### src/rtl/t03_mem_sequencer.sv
// Single-port bus sequencer arbitrating core instruction fetches and data loads/stores.
// One transaction at a time: IDLE -> REQ -> WAIT -> DONE, with misaligned/reserved data accesses short-circuited to DONE.
module t03_mem_sequencer (
  input  logic        clk,
  input  logic        nRst,
  input  logic        i_req,
  input  logic [31:0] i_addr,
  input  logic        d_read,
  input  logic        d_write,
  input  logic [31:0] d_addr,
  input  logic [31:0] d_wdata,
  input  logic [2:0]  dataWidth,
  output logic        bus_read,
  output logic        bus_write,
  output logic [31:0] bus_addr,
  output logic [31:0] bus_wdata,
  output logic [3:0]  bus_sel,
  input  logic [31:0] bus_rdata,
  input  logic        bus_busy,
  output logic [31:0] instr,
  output logic        i_ack,
  output logic [31:0] d_rdata,
  output logic        d_ack,
  output logic        d_err,
  output logic        freeze
);

  typedef enum logic [1:0] {IDLE, REQ, WAIT, DONE} state_e;

  localparam logic OWN_FETCH = 1'b0;
  localparam logic OWN_DATA  = 1'b1;

  state_e      state_q, state_d;
  logic        owner_q, owner_d;
  logic [31:0] addr_q, addr_d;
  logic [2:0]  width_q, width_d;
  logic [3:0]  sel_q, sel_d;
  logic [31:0] wdata_q, wdata_d;
  logic        write_q, write_d;
  logic        err_q, err_d;
  logic [31:0] instr_q, instr_d;
  logic [31:0] drdata_q, drdata_d;

  logic        dataReq;
  logic [3:0]  dSel;
  logic [31:0] dWdata;
  logic        dErr;
  logic [31:0] shifted;
  logic [31:0] loadData;
  logic        busActive;

  assign dataReq = d_read | d_write;

  // Lane select, replicated store data and legality of the incoming data request.
  always_comb begin
    dSel   = 4'b1111;
    dWdata = d_wdata;
    dErr   = 1'b0;
    case (dataWidth)
      3'b000, 3'b100: begin
        dSel   = 4'b0001 << d_addr[1:0];
        dWdata = {4{d_wdata[7:0]}};
      end
      3'b001, 3'b101: begin
        dSel   = 4'b0011 << {d_addr[1], 1'b0};
        dWdata = {2{d_wdata[15:0]}};
        dErr   = d_addr[0];
      end
      3'b010: begin
        dErr = |d_addr[1:0];
      end
      default: begin
        dSel = 4'b0000;
        dErr = 1'b1;
      end
    endcase
  end

  always_comb begin
    shifted  = bus_rdata >> {addr_q[1:0], 3'b000};
    loadData = shifted;
    case (width_q)
      3'b000:  loadData = {{24{shifted[7]}}, shifted[7:0]};
      3'b001:  loadData = {{16{shifted[15]}}, shifted[15:0]};
      3'b100:  loadData = {24'd0, shifted[7:0]};
      3'b101:  loadData = {16'd0, shifted[15:0]};
      default: loadData = shifted;
    endcase
  end

  always_comb begin
    state_d  = state_q;
    owner_d  = owner_q;
    addr_d   = addr_q;
    width_d  = width_q;
    sel_d    = sel_q;
    wdata_d  = wdata_q;
    write_d  = write_q;
    err_d    = err_q;
    instr_d  = instr_q;
    drdata_d = drdata_q;
    case (state_q)
      IDLE: begin
        if (dataReq) begin
          owner_d = OWN_DATA;
          addr_d  = d_addr;
          width_d = dataWidth;
          sel_d   = dSel;
          wdata_d = dWdata;
          write_d = d_write;
          err_d   = dErr;
          if (dErr) begin
            drdata_d = 32'd0;
            state_d  = DONE;
          end else begin
            state_d = REQ;
          end
        end else if (i_req) begin
          owner_d = OWN_FETCH;
          addr_d  = i_addr;
          width_d = 3'b010;
          sel_d   = 4'b1111;
          wdata_d = 32'd0;
          write_d = 1'b0;
          err_d   = 1'b0;
          state_d = REQ;
        end
      end
      REQ: state_d = WAIT;
      WAIT: begin
        if (!bus_busy) begin
          state_d = DONE;
          if (owner_q == OWN_FETCH) begin
            instr_d = bus_rdata;
          end else if (!write_q) begin
            drdata_d = loadData;
          end
        end
      end
      default: state_d = IDLE;
    endcase
  end

  always_ff @(posedge clk or negedge nRst) begin
    if (!nRst) begin
      state_q  <= IDLE;
      owner_q  <= OWN_FETCH;
      addr_q   <= 32'd0;
      width_q  <= 3'd0;
      sel_q    <= 4'd0;
      wdata_q  <= 32'd0;
      write_q  <= 1'b0;
      err_q    <= 1'b0;
      instr_q  <= 32'd0;
      drdata_q <= 32'd0;
    end else begin
      state_q  <= state_d;
      owner_q  <= owner_d;
      addr_q   <= addr_d;
      width_q  <= width_d;
      sel_q    <= sel_d;
      wdata_q  <= wdata_d;
      write_q  <= write_d;
      err_q    <= err_d;
      instr_q  <= instr_d;
      drdata_q <= drdata_d;
    end
  end

  assign busActive = (state_q == REQ) || (state_q == WAIT);
  assign bus_read  = (state_q == REQ) && !write_q;
  assign bus_write = (state_q == REQ) && write_q;
  assign bus_addr  = busActive ? {addr_q[31:2], 2'b00} : 32'd0;
  assign bus_sel   = busActive ? sel_q : 4'd0;
  assign bus_wdata = (busActive && write_q) ? wdata_q : 32'd0;
  assign instr     = instr_q;
  assign d_rdata   = drdata_q;
  assign i_ack     = (state_q == DONE) && (owner_q == OWN_FETCH);
  assign d_ack     = (state_q == DONE) && (owner_q == OWN_DATA);
  assign d_err     = d_ack && err_q;
  // Gated by nRst so that every output reads 0 while reset is held, even with a request pending.
  assign freeze    = nRst & ((dataReq & ~d_ack) | ((state_q != IDLE) & (owner_q == OWN_DATA)));

endmodule

### config.mk
export PLATFORM = sky130hd
export DESIGN_NAME = t03_mem_sequencer
export DESIGN_NICKNAME = d
export VERILOG_FILES = /design/src/rtl/t03_mem_sequencer.sv
export SDC_FILE = /design/constraint.sdc
export NUM_CORES = 1
export LEC_CHECK = 0
export ABC_AREA = 1
export CORE_MARGIN = 8
export CORE_UTILIZATION = 46
export CTS_BUF_LIST = sky130_fd_sc_hd__clkbuf_8
export DETAILED_ROUTE_END_ITERATION = 7
export PLACE_DENSITY_LB_ADDON = 0.1
export REMOVE_ABC_BUFFERS = 1
export SKIP_LAST_GASP = 1
export SYNTH_ARGS = -nofsm -noshare
export SYNTH_HDL_FRONTEND = slang
export SYNTH_SLANG_ARGS = --single-unit
### constraint.sdc
create_clock -name clk -period 2.2 [get_ports clk]
set_input_delay 0.55 -clock clk [delete_from_list [all_inputs] [get_ports clk]]
set_output_delay 0.55 -clock clk [all_outputs]
set_load 0.1 [all_outputs]
==> reports/metrics.cfg, run 1 <==
[outcome]
status=finished, violations left
violations=negative setup slack

[synth]
synth_area_per_cell_um2=7.36
ys_warn_count=0
synth-seq-area-share_pct=48.3
yosysTopAreaCell=dfrtp_1
ys_types=26
syn-cell-area_mm2=0.00725
synth_top_area_share_pct=48.3
synth.area.top_cells=dfrtp_1, nand2_1, inv_1
synth-seq-cells=140
syn_inst=985

[grt]
grt_pass1_vias=7526
grt_start_max_net_pins=141
grt.overflow.total=0
grt_usage_pct=24.5
antenna_found_initial=1
grt_pass1_wl_um=38800

[cells_and_area]
fillers=1179
regArea_mm2=0.00350
utilization_pct=75.2
drive_above_1_share_pct=21.8
mostFrequentLayoutCells=nand2_1, dfrtp_1, clkdlybuf4s50_1
syn2layout_area_growth_pct=62.3
fin_nets=1410
design_area_mm2=0.0118
final_common_cell=nand2_1
multi_input_area_mm2=0.00328

[worst_setup_path]
worst-path-buf-inv=3
criticalPathCategory=flip-flop to primary output
cp.required_ps=1650
worstSetupStartpointType=flip-flop
path_max_fanout=8
path_cells=inv_2 -> ha_4 -> nand2_8 -> buf_16 -> nor2_4 -> buf_12
critPathMaxStageDelay_ps=370
cpMaxStageDelayCell=dfrtp_1
crit_family=buffers and inverters
critPathArrivalTime_ps=1810
end_kind=primary output

[routing]
drc=0
vias=7487
wirelength_um=24300
drtIter0Drc=484
routedWlPerCell_um=16.2
antenna_left=0
avgViaCountPerCell=4.99
dr.pass1.iters=4

[floorplan]
dieArea_mm2=0.0200
die_x_um=142
die_h_um=142
core_area_mm2=0.0157
core.rowCount=46
initial_utilization_pct=46.3
io_pins=275

[place]
dp_hpwl_um=17300
placed_area_mm2=0.0110
gp_congestion=0.888
portBuffers=272

[hold_path]
hp-class=primary input to async pin

[timing]
worst_slew_pin_slew_ps=758
min_period_ps=2360
setup_viol=67
max_freq_mhz=425
skew_ps=12.0
fin_tns_setup_ps=-7620
rsz0062_at_grt=true
fin_ws_ps=-155
relSlewSlack_pct=49.5
final-hold-violation-count=0
slew_viol_final=0
timing.final.crit_share_pct=107

[clock_tree]
insertion_delay_ps=450
clock-sinks=140
htree_levels=4
path_clk_slew_ps=80
cts_made_buffers=17
ctsHoldBuffers=0
cts-root-buf=clkbuf_8
cts_buffer_depth=2
cts_tree=yes

[flow_run]
drv_cap=0

cells by family after synthesis:
group	count (synthesis)	share of synthesized area, %
flops	140	48.3
other cells	1	0.0517
mux	10	1.55
simple gates	456	24.6
compound gates	179	14.1
buf+inv	195	10.7
fa+ha+maj	4	0.690
path summary, 6_finish.rpt:
kind	from	endpoint	slack, ps	cells past startpoint
hold reg to reg	d_rdata[17]	d_rdata[17]	480	2
setup reg to reg	width_q[1]	d_rdata[26]	370	10
hold / removal	nRst	instr[1]	270	2
min in group clk	d_rdata[17]	d_rdata[17]	480	2
setup / recovery	state_q[0]	bus_wdata[30]	-160	6
max in group asynchronous	nRst	addr_q[31]	1350	2
area by class of cell:
| class | instances | share of cell area [%] |
|---|---|---|
| sequential | 140 | 29.8 |
| clock inverter | 12 | 0.829 |
| tap | 216 | 2.30 |
| inverter | 137 | 4.37 |
| clock buffer | 20 | 2.34 |
| multi-input combinational | 651 | 27.9 |
| antenna | 1 | 0.0213 |
| timing repair buffer | 322 | 32.5 |
per-layer routing:
metal	vias up	track usage (%)	part of all wire, %
met5	-	0	0.054
met4	2	9.55	2.9
met3	55	8.67	8.5
met2	245	41.5	50
met1	3503	27.8	38
li1	3682	-	-
stage by stage:
step,std cells,setup slack (ps),hold WS (ps)
final,1499,-155,274
after global routing,1498,-246,293
after CTS,1497,-171,305
after detailed placement,1458,3.56,461
after global placement,1458,15.7,459
after floorplan,928,-1860,254
worst register-to-register path: cells and delay by family, from the launching register on:
| kind | cells | cell delay (ps) |
|---|---|---|
| DFF | 1 | 670 |
| and+or+nand+nor | 7 | 670 |
| buffers and inverters | 3 | 390 |
timing repair:
action                                  CTS  global route
buffers inserted                          4             1
endpoints found under the hold margin     0             0
endpoints found under the setup margin   67            68
cloned                                    3             0
gates resized for setup                  79             4
pin swaps                                 4             4
flip-flops by register name, summed over array words and instances (netlist names):
| name | flops |
|---|---|
| owner_q | 1 |
| addr_q | 32 |
| state_q | 2 |
| write_q | 1 |
| err_q | 1 |
| instr | 32 |
| width_q | 3 |
| sel_q | 4 |
| wdata_q | 32 |
| d_rdata | 32 |
synthesized netlist by cell type:
cell and instances:
a21oi_1 38, a22oi_1 1, ha_1 4, nand2_1 298, nor2_2 1, o211ai_1 10
inv_1 131, nand3_2 1, a21boi_0 1, conb_1 1, o21ai_0 59, nor3_4 1
clkinv_1 3, nand3_1 38, o21ai_1 1, nand2_2 2, buf_4 9, a31oi_1 34
a21oi_4 1, nor2_1 115, o22ai_1 34, mux2_2 10, dfrtp_1 140, clkbuf_1 41
inv_2 3, buf_2 8
Power of run 1 is not shown: default switching activity piles up to over one toggle a cycle in this logic, so the estimate is an artifact.
==> run 2: changes to the inputs <==
--- a/config.mk
+++ b/config.mk
@@ -6,6 +6,7 @@
 export NUM_CORES = 1
 export LEC_CHECK = 0
 export ABC_AREA = 1
+export CORE_ASPECT_RATIO = 0.8
 export CORE_MARGIN = 8
 export CORE_UTILIZATION = 46
 export CTS_BUF_LIST = sky130_fd_sc_hd__clkbuf_8
==> run 2 against run 1 <==
  * Critical path depth rose by 1
  * Cell count grew 0.47%
  * Global-route usage increased by 0.41 points
  * Non-clock buffer count up 8
  * Fmax is 0.34% lower
  * The run still ends with negative setup slack left
  * Largest cell class unchanged
  * Worst setup slack worse by 8.1 ps
  * Register-to-register slack got worse by 100 ps
  * Via count increased by 2.3%
  * Utilization grew 2.0 points
  * Sequential share of layout area fell by 0.65 points
  * Count of clock-buffer cells in the layout unchanged
==> reports/metrics.cfg, run 2 (same netlist as run 1, synthesis figures left out) <==
[outcome]
status=finished, violations left
violations=negative setup slack

[timing]
skew_ps=15.4
slew_viol_final=0
fin_ws_ps=-163
rsz0062_at_grt=true
min_period_ps=2360
relSlewSlack_pct=50.4
setup_viol=69
final-hold-violation-count=0
timing.final.crit_share_pct=107
worst_slew_pin_slew_ps=744
max_freq_mhz=423

[grt]
grt_pass1_wl_um=39400
grt.overflow.total=0
grt_pass1_vias=7771
grt_start_max_net_pins=141
grt_usage_pct=24.9
antenna_found_initial=1

[clock_tree]
ctsHoldBuffers=0
path_clk_slew_ps=80
cts-root-buf=clkbuf_8
htree_levels=4
clock-sinks=140
insertion_delay_ps=450
cts_tree=yes
cts_buffer_depth=2
cts_made_buffers=17

[worst_setup_path]
end_kind=primary output
worstReg2RegStart=state_q[0]
criticalPathCategory=flip-flop to primary output
path_max_fanout=6
critPathArrivalTime_ps=1810
ff2ff_setup_slack_ps=270
worstSetupStartpointType=flip-flop
r2r-end=d_rdata[23]
r2r_cells=12
cp.required_ps=1650

[cells_and_area]
drive_above_1_share_pct=26.0
multi_input_area_mm2=0.00333
regArea_mm2=0.00350
mostFrequentLayoutCells=nand2_1, dfrtp_1, clkdlybuf4s50_1
fillers=1127
final_common_cell=nand2_1
syn2layout_area_growth_pct=65.9
fin_nets=1418

[floorplan]
core.rowCount=41
io_pins=275
initial_utilization_pct=46.5
die_h_um=128
die_x_um=156
core_area_mm2=0.0156
dieArea_mm2=0.0201

[routing]
drc=0
dr.pass1.iters=5
vias=7656
antenna_left=0
wirelength_um=25700
drtIter0Drc=637
avgViaCountPerCell=5.08
routedWlPerCell_um=17.1

[place]
portBuffers=272
post-place-ws_ps=-110
dp_hpwl_um=17900
gp_congestion=0.879

[flow_run]
drv_cap=0

[hold_path]
hp-class=primary input to async pin

## run 2: changes by cell type in the layout (fill, tap and decap cells not counted), sizes merged
cell	before	now
clkinvlp	4	3
bufinv	1	2
buf	187	192
clkbuf	20	23
## run 2: through the flow
step	setup TNS, ps	util, %	std cells	hold slack (ps)	cell area [µm²]
global route	-16320	77.2	1505	330	12000
detailed placement	-2880	70.6	1457	467	11000
global placement	-1880	70.6	1457	466	11000
finish	-9520	77.2	1506	271	12000
CTS	-10200	75.9	1497	299	11800
floorplan	-182260	-	928	254	7000
## run 2: critical path, stage by stage (launching register included)
cell and delay [ps]:
dfrtp_1 380, inv_2 80, ha_4 310, buf_12 150, clkbuf_16 160, nand2_1 70, inv_2 60, buf_12 160
## run 2: how the worst max path moves through the flow
stage | from | endpoint | slack [ps] | cells after the start
final | state_q[0] | bus_addr[15] | -160 | 7
after global routing | state_q[0] | bus_addr[25] | -250 | 7
after CTS | state_q[0] | bus_addr[19] | -180 | 7
after floorplan | d_write | freeze | -1860 | 4
after detailed placement | d_write | d_rdata[3] | -110 | 10
after global placement | d_write | d_rdata[12] | -60 | 10
## run 2: layout make-up
type	count	share of cell area, %
multi-input combinational	651	27.7
inverter	137	4.35
sequential	140	29.1
clock buffer	20	2.29
clock inverter	12	0.998
timing repair buffer	330	33.3
tap	215	2.24
antenna	1	0.0208
## run 2: timing repair
action	in CTS	in global routing
pin swaps	3	7
setup endpoints to repair	67	72
gates cloned	3	4
gates resized for setup	86	57
setup buffers	5	4
## run 2: layer usage
metal	share of wire, %	wire, µm	GRT usage (%)
met3	9.1	2340	9.57
met2	48	12500	41.4
met5	0.051	13	0
met4	3.2	827	8.91
met1	39	10100	28.9
Power of run 2 is left out for the same reason.
==> run 3: changes to the inputs <==
--- a/config.mk
+++ b/config.mk
@@ -6,6 +6,7 @@
 export NUM_CORES = 1
 export LEC_CHECK = 0
 export ABC_AREA = 1
+export ABC_CLOCK_PERIOD_IN_PS = 2200
 export CORE_ASPECT_RATIO = 0.8
 export CORE_MARGIN = 8
 export CORE_UTILIZATION = 46
@@ -13,6 +14,7 @@
 export DETAILED_ROUTE_END_ITERATION = 7
 export PLACE_DENSITY_LB_ADDON = 0.1
 export REMOVE_ABC_BUFFERS = 1
+export SETUP_SLACK_MARGIN = 0.4
 export SKIP_LAST_GASP = 1
 export SYNTH_ARGS = -nofsm -noshare
 export SYNTH_HDL_FRONTEND = slang
==> run 3 against run 2 <==
  * The flow still finishes with violations (negative setup slack)
  * Non-clock buffer count up 12
  * Die area is the same
  * Worst setup slack worse by 41 ps
  * Fmax decreased by 1.7%
  * First-iteration DRC count up 3.5%
  * Critical path type unchanged
  * Critical endpoint is now bus_addr[27]
  * Highest routed layer unchanged
==> reports/metrics.cfg, run 3 (same netlist as run 1, synthesis figures left out) <==
[outcome]
status=finished, violations left
violations=negative setup slack

[routing]
dr.pass1.iters=5
routedWlPerCell_um=17.7
drtIter0Drc=659
vias=7851
wirelength_um=26900
antenna_left=0
avgViaCountPerCell=5.18
drc=0

[hold_path]
hp-class=primary input to async pin

[cells_and_area]
drive_above_1_share_pct=29.4
mostFrequentLayoutCells=nand2_1, dfrtp_1, clkdlybuf4s50_1
antenna_cells=0
fin_nets=1430
final_common_cell=nand2_1
syn2layout_area_growth_pct=71.7

[place]
portBuffers=272
gp_congestion=0.879
dp_hpwl_um=17900

[clock_tree]
cts_buffer_depth=2
path_clk_slew_ps=80
insertion_delay_ps=450
cts_made_buffers=17
cts-root-buf=clkbuf_8
ctsHoldBuffers=0
clock-sinks=140
cts_tree=yes
htree_levels=4

[timing]
skew_ps=14.0
setup_viol=69
fin_tns_setup_ps=-11820
final-hold-violation-count=0
fin_ws_ps=-204
timing.final.crit_share_pct=109
worst_slew_pin_slew_ps=761
relSlewSlack_pct=49.3
rsz0062_at_grt=true
max_freq_mhz=416
slew_viol_final=0
min_period_ps=2400

[flow_run]
drv_cap=0

[worst_setup_path]
criticalPathCategory=flip-flop to primary output
ff2ff_setup_slack_ps=260
path_max_fanout=6
cp.required_ps=1650
critPathArrivalTime_ps=1850
worstSetupStartpointType=flip-flop
crit_end=bus_addr[27]
worstReg2RegStart=state_q[0]
r2r_cells=13
r2r-end=d_rdata[29]
critPathLaunch=state_q[0]
end_kind=primary output

[grt]
grt_pass1_vias=7911
grt_pass1_wl_um=40000
antenna_found_initial=1
grt.overflow.total=0
grt_start_max_net_pins=141
grt_usage_pct=25.2

[floorplan]
die_h_um=128
core.rowCount=41
dieArea_mm2=0.0201
io_pins=275
core_area_mm2=0.0156
die_x_um=156
initial_utilization_pct=46.5

[run 3: cell count changes in the layout (fill, tap and decap cells not counted), sizes merged]
cell	previous run	this run
buf	192	201
clkbuf	23	26
clkdlybuf4s50	135	134
clkinv	9	8
clkinvlp	3	4
diode	1	0
dlygate4sd2	0	1
[run 3: per-stage QoR]
| stage | area [µm²] | utilization, % | hold slack, ps | std cells | worst slack [ps] |
|---|---|---|---|---|---|
| final | 12500 | 79.9 | 257 | 1517 | -204 |
| after detailed placement | 11000 | 70.6 | 467 | 1457 | -110 |
| after CTS | 12000 | 76.7 | 299 | 1502 | -183 |
| after global routing | 12500 | 79.9 | 328 | 1517 | -294 |
| after floorplan | 7000 | - | 254 | 928 | -1860 |
| after global placement | 11000 | 70.6 | 466 | 1457 | -61.8 |
[run 3: timing repair]
| item | 4_1_cts | 5_1_grt |
|---|---|---|
| gates resized for setup | 104 | 106 |
| gates cloned | 5 | 8 |
| endpoints found under the hold margin | 0 | 0 |
| setup buffers | 8 | 7 |
| pin swaps | 3 | 25 |
| endpoints found under the setup margin | 101 | 127 |
[run 3: how the worst min path moves through the flow]
stage / start / end / slack, ps
finish: nRst / wdata_q[25] / 260
global route: nRst / instr[21] / 330
CTS: nRst / instr[21] / 300
detailed placement: d_rdata[5] / d_rdata[5] / 470
global placement: d_rdata[5] / d_rdata[5] / 470
floorplan: nRst / addr_q[0] / 250
[run 3: layer usage]
metal / part of all wire, % / GRT usage [%] / routed length [µm]
met5: 0.048 / 0 / 13
met4: 2.5 / 9.19 / 670
met3: 9.7 / 9.50 / 2610
met2: 50 / 42.1 / 13400
met1: 38 / 29.3 / 10200
[run 3: area by class of cell]
| class | count | area, µm² |
|---|---|---|
| Clock buffer | 20 | 275 |
| Clock inverter | 12 | 120 |
| Fill cell | 1044 | 3140 |
| Inverter | 137 | 537 |
| Multi-Input combinational cell | 651 | 3510 |
| Sequential cell | 140 | 3500 |
| Tap cell | 215 | 269 |
| Timing Repair Buffer | 342 | 4250 |
[run 3: worst max-delay path, cell delays in order, from the launching register on]
cell and delay [ps]:
dfrtp_1 390, inv_2 80, ha_4 320, buf_12 150
clkbuf_16 160, nand2_1 70, inv_2 70, buf_12 170
Power of run 3 is left out for the same reason.
